[src/rtl/alu_pkg.sv]
// Shared definitions for the multi-word ALU blocks.
// Provides the slice width W and the sequencer state encoding.
package alu_pkg;

    // Width of the shared adder slice; the slice hardware is fixed at 32 bits.
    localparam int W = 32;

    typedef enum logic [1:0] {
        IDLE = 2'd0,
        RUN  = 2'd1,
        DONE = 2'd2
    } state_t;

endpackage

[src/rtl/adder32.sv]
// adder32: combinational 32-bit adder slice with carry in/out.
// Ports: a, b (addends), Cin (carry in) -> sum, Cout (carry out).
module adder32 (
    input  logic [31:0] a,
    input  logic [31:0] b,
    input  logic        Cin,
    output logic [31:0] sum,
    output logic        Cout
);

    logic [32:0] w_full;

    assign w_full = {1'b0, a} + {1'b0, b} + {32'd0, Cin};
    assign sum    = w_full[31:0];
    assign Cout   = w_full[32];

endmodule

[src/rtl/mp_add_seq.sv]
// mp_add_seq: NWORDS x W multi-precision add/subtract, one slice per cycle.
// Ports: clk, rst (sync, active-high); req_valid/req_ready with op, a, b,
//        cin in; res_valid/res_ready with sum, cout out; busy = not IDLE.
module mp_add_seq
    import alu_pkg::*;
#(
    parameter int NWORDS = 4,
    parameter int W      = alu_pkg::W
) (
    input  logic                clk,
    input  logic                rst,
    input  logic                req_valid,
    output logic                req_ready,
    input  logic                op,
    input  logic [NWORDS*W-1:0] a,
    input  logic [NWORDS*W-1:0] b,
    input  logic                cin,
    output logic                res_valid,
    input  logic                res_ready,
    output logic [NWORDS*W-1:0] sum,
    output logic                cout,
    output logic                busy
);

    localparam int KW = (NWORDS > 1) ? $clog2(NWORDS) : 1;

    localparam logic [KW-1:0] K_LAST = KW'(NWORDS - 1);
    localparam logic [KW-1:0] K_ONE  = KW'(1);

    state_t                     r_state;
    logic [KW-1:0]              r_k;
    logic [NWORDS-1:0][W-1:0]   r_a;
    logic [NWORDS-1:0][W-1:0]   r_b;
    logic [NWORDS-1:0][W-1:0]   r_sum;
    logic                       r_op;
    logic                       r_carry;
    logic                       r_cout;
    logic                       r_req_ready;
    logic                       r_res_valid;
    logic                       r_busy;

    logic [W-1:0]               w_a_word;
    logic [W-1:0]               w_b_word;
    logic [W-1:0]               w_slice_sum;
    logic                       w_slice_cout;

    // Subtraction is a + ~b + carry, where the carry starts as ~borrow_in.
    assign w_a_word = r_a[r_k];
    assign w_b_word = r_op ? ~r_b[r_k] : r_b[r_k];

    adder32 u_slice (
        .a    (w_a_word),
        .b    (w_b_word),
        .Cin  (r_carry),
        .sum  (w_slice_sum),
        .Cout (w_slice_cout)
    );

    always_ff @(posedge clk) begin
        if (rst) begin
            r_state     <= IDLE;
            r_k         <= '0;
            r_a         <= '0;
            r_b         <= '0;
            r_sum       <= '0;
            r_op        <= 1'b0;
            r_carry     <= 1'b0;
            r_cout      <= 1'b0;
            r_req_ready <= 1'b1;
            r_res_valid <= 1'b0;
            r_busy      <= 1'b0;
        end else begin
            unique case (r_state)
                IDLE: begin
                    if (req_valid) begin
                        r_a         <= a;
                        r_b         <= b;
                        r_op        <= op;
                        r_carry     <= op ? ~cin : cin;
                        r_k         <= '0;
                        r_state     <= RUN;
                        r_req_ready <= 1'b0;
                        r_busy      <= 1'b1;
                    end
                end
                RUN: begin
                    r_sum[r_k] <= w_slice_sum;
                    r_carry    <= w_slice_cout;
                    if (r_k == K_LAST) begin
                        // Index parks on the last word; acceptance clears it.
                        r_cout      <= w_slice_cout;
                        r_res_valid <= 1'b1;
                        r_state     <= DONE;
                    end else begin
                        r_k <= r_k + K_ONE;
                    end
                end
                DONE: begin
                    if (res_ready) begin
                        r_state     <= IDLE;
                        r_res_valid <= 1'b0;
                        r_busy      <= 1'b0;
                        r_req_ready <= 1'b1;
                    end
                end
                default: begin
                    r_state     <= IDLE;
                    r_res_valid <= 1'b0;
                    r_busy      <= 1'b0;
                    r_req_ready <= 1'b1;
                end
            endcase
        end
    end

    assign req_ready = r_req_ready;
    assign res_valid = r_res_valid;
    assign busy      = r_busy;
    assign sum       = r_sum;
    assign cout      = r_cout;

endmodule

[config.mk]
export PLATFORM = sky130hd
export DESIGN_NAME = mp_add_seq
export DESIGN_NICKNAME = d
export VERILOG_FILES = /design/src/rtl/alu_pkg.sv /design/src/rtl/adder32.sv /design/src/rtl/mp_add_seq.sv
export SDC_FILE = /design/constraint.sdc
export NUM_CORES = 1
export LEC_CHECK = 0
export CORE_ASPECT_RATIO = 0.75
export CORE_UTILIZATION = 25
export DETAILED_ROUTE_END_ITERATION = 10
export MAX_ROUTING_LAYER = met4
export PLACE_DENSITY_LB_ADDON = 0.1
export SLEW_MARGIN = 20
export SYNTH_ARGS = -nofsm -noshare
export SYNTH_HDL_FRONTEND = slang
export SYNTH_SLANG_ARGS = --single-unit
export TNS_END_PERCENT = 30
[constraint.sdc]
create_clock -name clk -period 3.6 [get_ports clk]
set_input_delay 0.54 -clock clk [delete_from_list [all_inputs] [get_ports clk]]
set_output_delay 0.54 -clock clk [all_outputs]
set_load 0.01 [all_outputs]
## After elaboration in Yosys (flattened, before gate mapping)

Index checks and enable logic that the tools add are counted.

- Muxes and demuxes: 26
- Order comparisons: 2
- Bitwise gates (word level): 4
- $add $sub $neg: 3
- Equality and inequality tests: 7
- Reduce and logical (&&, ||, !) cells: 10

Operator list:

| operator | count |
|---|---|
| 32-bit binary-select mux with 2-bit select | 2 |
| 128-bit bitwise mux | 1 |
| 32-bit two-way mux | 4 |
| 32-bit demux with 2-bit select | 1 |
| 32-bit by 32-bit adder with 33-bit output | 1 |
| 33-bit by 1-bit adder with 33-bit output | 1 |
| 32-bit NOT | 1 |
| 3-bit AND reduction | 4 |
| 2-bit two-way mux | 5 |
| 1-bit one-hot mux with 3 select lines | 3 |
| 2-bit inequality test, second input constant | 4 |
| 1-bit two-way mux | 7 |
| 2-bit one-hot mux with 3 select lines | 1 |
| 2-bit AND reduction | 3 |
| 2-bit == test, second input constant | 2 |
| 2-bit one-hot mux with 2 select lines | 1 |
| 2-bit by 3-bit less-than comparator with 1-bit output, second input constant | 1 |
| 1-bit NOT | 3 |
| 2-bit by 1-bit adder with 2-bit output, second input constant | 1 |
| 2-bit by 1-bit == test with 1-bit output, second input constant | 1 |
| 2-bit by 1-bit >= comparator with 1-bit output, second input constant | 1 |
| 2-bit logical NOT | 1 |
| 1-bit one-hot mux with 2 select lines | 1 |
| 2-bit nonzero test | 1 |
| 1-bit logical AND | 1 |

- Bits of input ports: 262
- Bits in registers: 394
- Output and inout bits: 132
- Word-level logic and storage cells: 72

## Depth between registers and ports, before layout

- Word-level depth: 7
- Depth in mapped cells: 15

## Hierarchy

Synthesis repeated with hierarchy kept, for this count alone.

- Cells, all modules: 2089
- Area total of the unflattened synthesis: 17405.4 um^2

Modules (own cells, without submodules):

| module | area each (um^2) | cells each | seq. area each (um^2) | times used |
|---|---|---|---|---|
| mp_add_seq | 15655.0 | 1845 | 7887.6 | 1 |
| adder32 | 1750.4 | 244 | 0.0 | 1 |

## Worst setup path after synthesis

Ideal clock, no wire load.

- Path type: register to register
- From: reg r_k[0]
- To: reg r_sum, in the netlist sum[123]
- Arrival: 3.638 ns
- Setup slack: -0.167 ns
- Setup time: 0.129 ns
- Cell stages (with the launch flop): 15
- Period minus slack after synthesis: 3.767 ns
- Cells stage by stage: dfxtp_1 -> clkbuf_1 -> buf_1 -> mux4_2 -> xor2_1 -> ha_1 -> buf_2 -> a21oi_2 -> o21ai_0 -> a21oi_1 -> o31a_1 -> nand2_2 -> or4_1 -> o311ai_2 -> o21ai_1

- Longest elaborated chain between the ends: 7
- Elaborated cells between the ends (all ways): 14
- Classes of those cells: add/sub: 2; order compare: 2; mux: 8; bitwise: 1; reduce/logical: 1

Ends and longest elaborated chain:

| element | RTL line | text |
|---|---|---|
| start: declaration | mp_add_seq.sv:31 | `logic [KW-1:0] r_k;` |
| start signal: assignment | mp_add_seq.sv:95 | `r_k <= r_k + K_ONE;` |
| 32-bit binary-select mux with 2-bit select | mp_add_seq.sv:49 | `assign w_b_word = r_op ? ~r_b[r_k] : r_b[r_k];` |
| 32-bit two-way mux (not written as such) | mp_add_seq.sv:49 |  |
| 32-bit NOT | mp_add_seq.sv:49 |  |
| 32-bit two-way mux | mp_add_seq.sv:49 |  |
| 32-bit by 32-bit adder with 33-bit output | adder32.sv:13 | `assign w_full = {1'b0, a} + {1'b0, b} + {32'd0, Cin};` |
| 33-bit by 1-bit adder with 33-bit output | adder32.sv:13 |  |
| 128-bit bitwise mux * | mp_add_seq.sv:87 | `r_sum[r_k] <= w_slice_sum;` |
| end signal: indexed assignment | mp_add_seq.sv:87 |  |
| end: declaration | mp_add_seq.sv:34 | `logic [NWORDS-1:0][W-1:0] r_sum;` |

Every way passes the cells marked *; elsewhere a longest branch is shown, timed or not. The select of a mux whose other input is x is not followed.
A chain may end at the register's enable or synchronous reset.

## Worst setup path after layout

- From: reg r_k[0]
- To: reg r_sum, in the netlist sum[59]

Same word-level chain as after synthesis.

==> out/qor.yml <==
yosys:
  avgSynthCellArea_um2: 8.32
  ys_ff_latch: 394
  synth_xor_area_frac: 0.0280
  yosysTopAreaCell: "dfxtp_1"
  synth_edf_count: 0
  synthDistinctLibCells: 64
  synth_top_cell_area_share: 0.451
  synth_compound_area_frac: 0.161
  synthFlopType: "dfxtp_1"
  synth_mux_area_frac: 0.0861
  netlist_area_um2: 17500
  synthAdderAreaFrac: 0.0273
  synth-simple-area-share: 0.203
  synth_top_family_by_area: "simple AND/OR/NAND/NOR gates"
  synth_cells: 2103
  yosys-top-cells-area: "dfxtp_1, nand2_1, a21oi_1"
  yosysSeqAreaShare: 0.451
  synth_nets: 2402
  async_reset_ff_frac: 0
  synth-warning-count: 0
routing:
  drtIter0Drc: 965
  post-route-drc-count: 0
  antenna_left: 0
  via_per_inst: 4.63
  drt-total-wl_um: 67300
  firstDrtPassIters: 5
  wl_per_cell_um: 19.2
  num_vias: 16200
cells_and_area:
  finalNetCount: 2827
  multiInputGateArea_um2: 9150
  final_cell_mix: "nand2_1, clkdlybuf4s50_1, dfxtp_1, a21oi_1, buf_4"
  syn_to_final_growth_pct: 43.3
  layout_commonest_cell: "nand2_1"
  seq_area_um2: 7900
  fillers: 7060
  final_layout_size_suffix_gt1_frac: 0.135
placed_design:
  place_congestion: 0.840
  dp_slack_ns: -0.230
  dpl.hpwl_um: 49700
  io_buffer_count: 393
worst_setup_path:
  cp-start-kind: "flip-flop"
  critical_path_class: "flip-flop to flip-flop"
  crit_fanout: 7
  required_ns: 4.03
  r2r-start: "r_k[0]$_SDFFE_PP0P_"
  critPathLaunch: "r_k[0]$_SDFFE_PP0P_"
  critPathArrivalTime_ns: 3.99
  cp-end-kind: "flip-flop"
clock_network:
  cts_tree: "built"
  clkTransAtPathRegs_ns: 0.06
  cts.path.max_buffers: 3
  cts_root_buf: "clkbuf_16"
  clk_latency_ns: 0.58
  cts_buffers: 45
  ctsHoldBuffers: 0
  clock_sinks: 394
  cts_htree_levels: 2
power_and_ir_drop:
  ir_drop_mv: 0.296
  powerDensity_nw_per_um2: 468
  finalPower_w: 0.0117
  leakagePower_nw: 9.17
floorplan:
  io_pins: 394
  start_util: 0.254
  fp.dieW_um: 307
  num_rows: 83
  coreArea_um2: 68900
  die_y_um: 231
  die-area_um2: 71000
global_route:
  grt_max_degree: 164
  grt.total_usage: 0.191
  antenna_found_initial: 6
  grt_pass1_wl_um: 100000
  grt-ovfl-total: 0
  grt_pass1_vias: 16000
timing:
  relSlewSlack: 0.319
  worstMarginPinSlew_ns: 1.02
  drv_slew: 0
  rsz0062_at_grt: "yes"
  worst_slack_ns: 0.0376
  post-route-min-period_ns: 3.56
  fin_crit_sh: 0.990
  hold_viol: 0
  setup_viol: 0
  fin_skew_ns: 0.0123
  fmax_mhz: 281
status:
  status: "finished clean"
hold_path:
  min-delay-path-class: "flip-flop to flip-flop"
  min_from: "r_b[116]$_SDFFE_PP0P_"
flow_run:
  cap_violations: 0
-- critical path, stage by stage (launching register included) --
cell and delay, ns:
dfxtp_4 0.44, buf_12 0.16, mux4_2 0.50, xor2_1 0.25
ha_2 0.33, o21a_1 0.19, o31a_1 0.14, o311ai_4 0.31
a21o_1 0.26, nand2_4 0.11, or4_4 0.51, o311ai_4 0.13
o21ai_1 0.09
-- cell type report --
type / instances / area share
multi-input cells: 1534 / 0.365
flip-flops and latches: 394 / 0.315
repair buffers: 535 / 0.209
clock buffers: 69 / 0.0547
well taps: 935 / 0.0467
clock inverters: 14 / 0.00644
inverters: 18 / 0.00270
diodes: 5 / 0.000499
-- routing by layer --
layer / GRT usage / share of wire / up-vias
li1: - / - / 8001
met1: 0.244 / 0.45 / 7825
met2: 0.318 / 0.49 / 330
met3: 0.0317 / 0.044 / 81
met4: 0.0373 / 0.017 / 0
met5: - / 0 / -
-- where the power goes --
group	total [W]	switching (W)	leakage, nW	internal (W)
logic	0.00226	0.00121	5.21	0.00106
clock network	0.00475	0.00191	0.738	0.00284
registers	0.00472	0.000136	3.22	0.00458
-- cells in the mapped netlist (3+ instances only) --
| library cell | n |
|---|---|
| buf_2 | 8 |
| ha_1 | 35 |
| clkbuf_1 | 126 |
| o211ai_1 | 4 |
| nand3_1 | 9 |
| dfxtp_1 | 394 |
| xnor2_1 | 21 |
| nand4_1 | 5 |
| o21ai_1 | 5 |
| a21oi_2 | 3 |
| nor4_1 | 5 |
| nor3b_1 | 4 |
| a41oi_1 | 4 |
| nor2_1 | 49 |
| mux2_2 | 4 |
| inv_1 | 18 |
| dlygate4sd1_1 | 5 |
| o21bai_1 | 8 |
| nand3b_1 | 32 |
| nand2_1 | 709 |
| a21o_1 | 9 |
| nor2b_1 | 6 |
| mux4_2 | 64 |
| buf_6 | 9 |
| buf_1 | 7 |
| o311ai_0 | 4 |
| xor2_1 | 35 |
| and2_1 | 6 |
| a211oi_1 | 17 |
| or4_1 | 3 |
| nand2b_1 | 9 |
| a21oi_1 | 383 |
| nor3_1 | 16 |
| a211o_1 | 5 |
| o21ai_0 | 40 |
| a31oi_1 | 5 |
-- registers in the layout, summed over array words and instances (netlist names), 2 cells and up --
signal   cells
r_a        128
sum        128
r_k          2
r_state      2
r_b        128
-- per-stage QoR --
stage	hold WS [ns]	area [µm²]	setup TNS (ns)	instances	util
after CTS	0.454	24900	-0.0389	3495	0.361
after floorplan	0.433	17500	-0.0805	2103	-
after global routing	0.464	25100	-2.76	3504	0.364
after detailed placement	0.445	22900	-2.62	3387	0.333
final	0.452	25100	0	3504	0.364
after global placement	0.441	22900	-2.47	3387	0.333
-- repair_timing --
item                                    4_1_cts  5_1_grt
buffers inserted                             23        6
pin swaps                                    15       27
resized for setup                            35       41
cloned                                        2        0
endpoints found under the setup margin       35       60
-- logic make-up after synthesis --
logic type,after synthesis
and+or+nand+nor,864
AOI/OAI and AO/OA,507
DFF,394
buffers and inverters,175
muxes,70
xor gates and xnor gates,56
adders and majority gates,37
-- final timing paths --
| path | slack (ns) | to | cells after the start |
|---|---|---|---|
| worst min register to register | 0.45 | r_b[116]$_SDFFE_PP0P_ | 2 |
| worst max-delay path | 0.04 | sum[59]$_SDFFE_PP0P_ | 12 |
| worst max register to register | 0.04 | sum[59]$_SDFFE_PP0P_ | 12 |
| worst min-delay path | 0.45 | r_b[116]$_SDFFE_PP0P_ | 2 |
No activity file was read; power rests on OpenSTA's default activity.
==> patch, RTL diff (same settings) <==
The 3 states of `state_t` get a one-hot encoding in 3 bits.
--- a/src/rtl/alu_pkg.sv
+++ b/src/rtl/alu_pkg.sv
@@ -5,10 +5,10 @@
     // Width of the shared adder slice; the slice hardware is fixed at 32 bits.
     localparam int W = 32;
 
-    typedef enum logic [1:0] {
-        IDLE = 2'd0,
-        RUN  = 2'd1,
-        DONE = 2'd2
+    typedef enum logic [2:0] {
+        IDLE = 3'b001,
+        RUN  = 3'b010,
+        DONE = 3'b100
     } state_t;
 
 endpackage
Check against the original RTL: no difference found for any inputs over 4 cycles, from zero or initial values and one cycle with rst high; so few cycles prove little.
==> patch against the unedited design <==
Final area shrank 2.1%. Combinational power shrank 16%. Wire length is 3.3% lower. Via count down 2.9%. Sequential cell count increased by 1. Setup slack worse by 0.036 ns. Die area fell by 2.0%. Area after synthesis fell by 2.0%. Power down 4.5%. Largest cell class unchanged.
==> patch: results <==
export IMPL_outcome="finished, final reports clean"
export IMPL_fin_util=0.365
export IMPL_cts_resized_gates=10
export IMPL_synth_mux_area_frac=0.0864
export IMPL_place_gp_congestion=0.807
export IMPL_reg2reg_to="sum[121]$_SDFFE_PP0P_"
export IMPL_hp_start="r_a[118]$_SDFFE_PP0P_"
export IMPL_gr_usage_met2=0.308
export IMPL_fin_skew_ns=0.0215
export IMPL_cp_slowest_cell="mux4_2"
export IMPL_synth_fp_nets=2349
export IMPL_num_tap_cells=882
export IMPL_hold_ws_ns=0.452
export IMPL_min_to="r_a[118]$_SDFFE_PP0P_"
export IMPL_drt_iter0_markers=810
export IMPL_numCtsBuffers=44
export IMPL_vdd_drop_max_uv=269
export IMPL_r2r_slack_ns=0.002
export IMPL_p_leak_nw=9.06
export IMPL_reg2regPathDepth=15
export IMPL_synth_adder_area_share=0.0279
export IMPL_met1_length_um=30500
export IMPL_clkbuf_count=61
export IMPL_nFlopsAndLatches=395
export IMPL_swShare=0.267
export IMPL_cts_setup_buffers=0
export IMPL_buffers=530
export IMPL_drt_vias_per_instance=4.65
export IMPL_synth_xor_area_share=0.0291
export IMPL_multi_input_comb_cells=1492
export IMPL_met2_length_um=31100
export IMPL_grt_pass1_vias=15900
export IMPL_p_seq_frac=0.418
export IMPL_synth_area_per_cell_um2=8.36
export IMPL_synthTopCellsByCount="nand2_1, dfxtp_1, a21oi_1"
export IMPL_p_comb_frac=0.169
export IMPL_synth_distinct_cells=57
export IMPL_buf_share=0.211
export IMPL_grt_max_degree=149
export IMPL_num_antenna_cells=1
export IMPL_clock_fmax_ghz=0.278
export IMPL_clock_cell_area_share=0.0600
[patch: cell count changes in the layout (fill, tap and decap cells not counted), sizes merged, moves of 5 or more]
cell    unedited run  this run
a21oi            386       373
clkbuf            69        61
nor2              49        40
nand2            710       686
buf              143       138
o21ai             46        51
[patch: worst max path at each step]
stage                   startpoint               endpoint  slack, ns  cells past startpoint
2_1_floorplan  r_k[0]$_SDFFE_PP0P_   sum[30]$_SDFFE_PP0P_     -0.008                     16
3_3_place_gp   r_k[0]$_SDFFE_PP0P_   sum[57]$_SDFFE_PP0P_      -0.05                     15
3_5_place_dp   r_k[0]$_SDFFE_PP0P_   sum[52]$_SDFFE_PP0P_      -0.11                     14
4_1_cts        r_k[0]$_SDFFE_PP0P_   sum[57]$_SDFFE_PP0P_      -0.03                     15
5_1_grt        r_k[0]$_SDFFE_PP0P_  sum[121]$_SDFFE_PP0P_      -0.12                     15
6_report       r_k[0]$_SDFFE_PP0P_  sum[121]$_SDFFE_PP0P_      0.002                     15
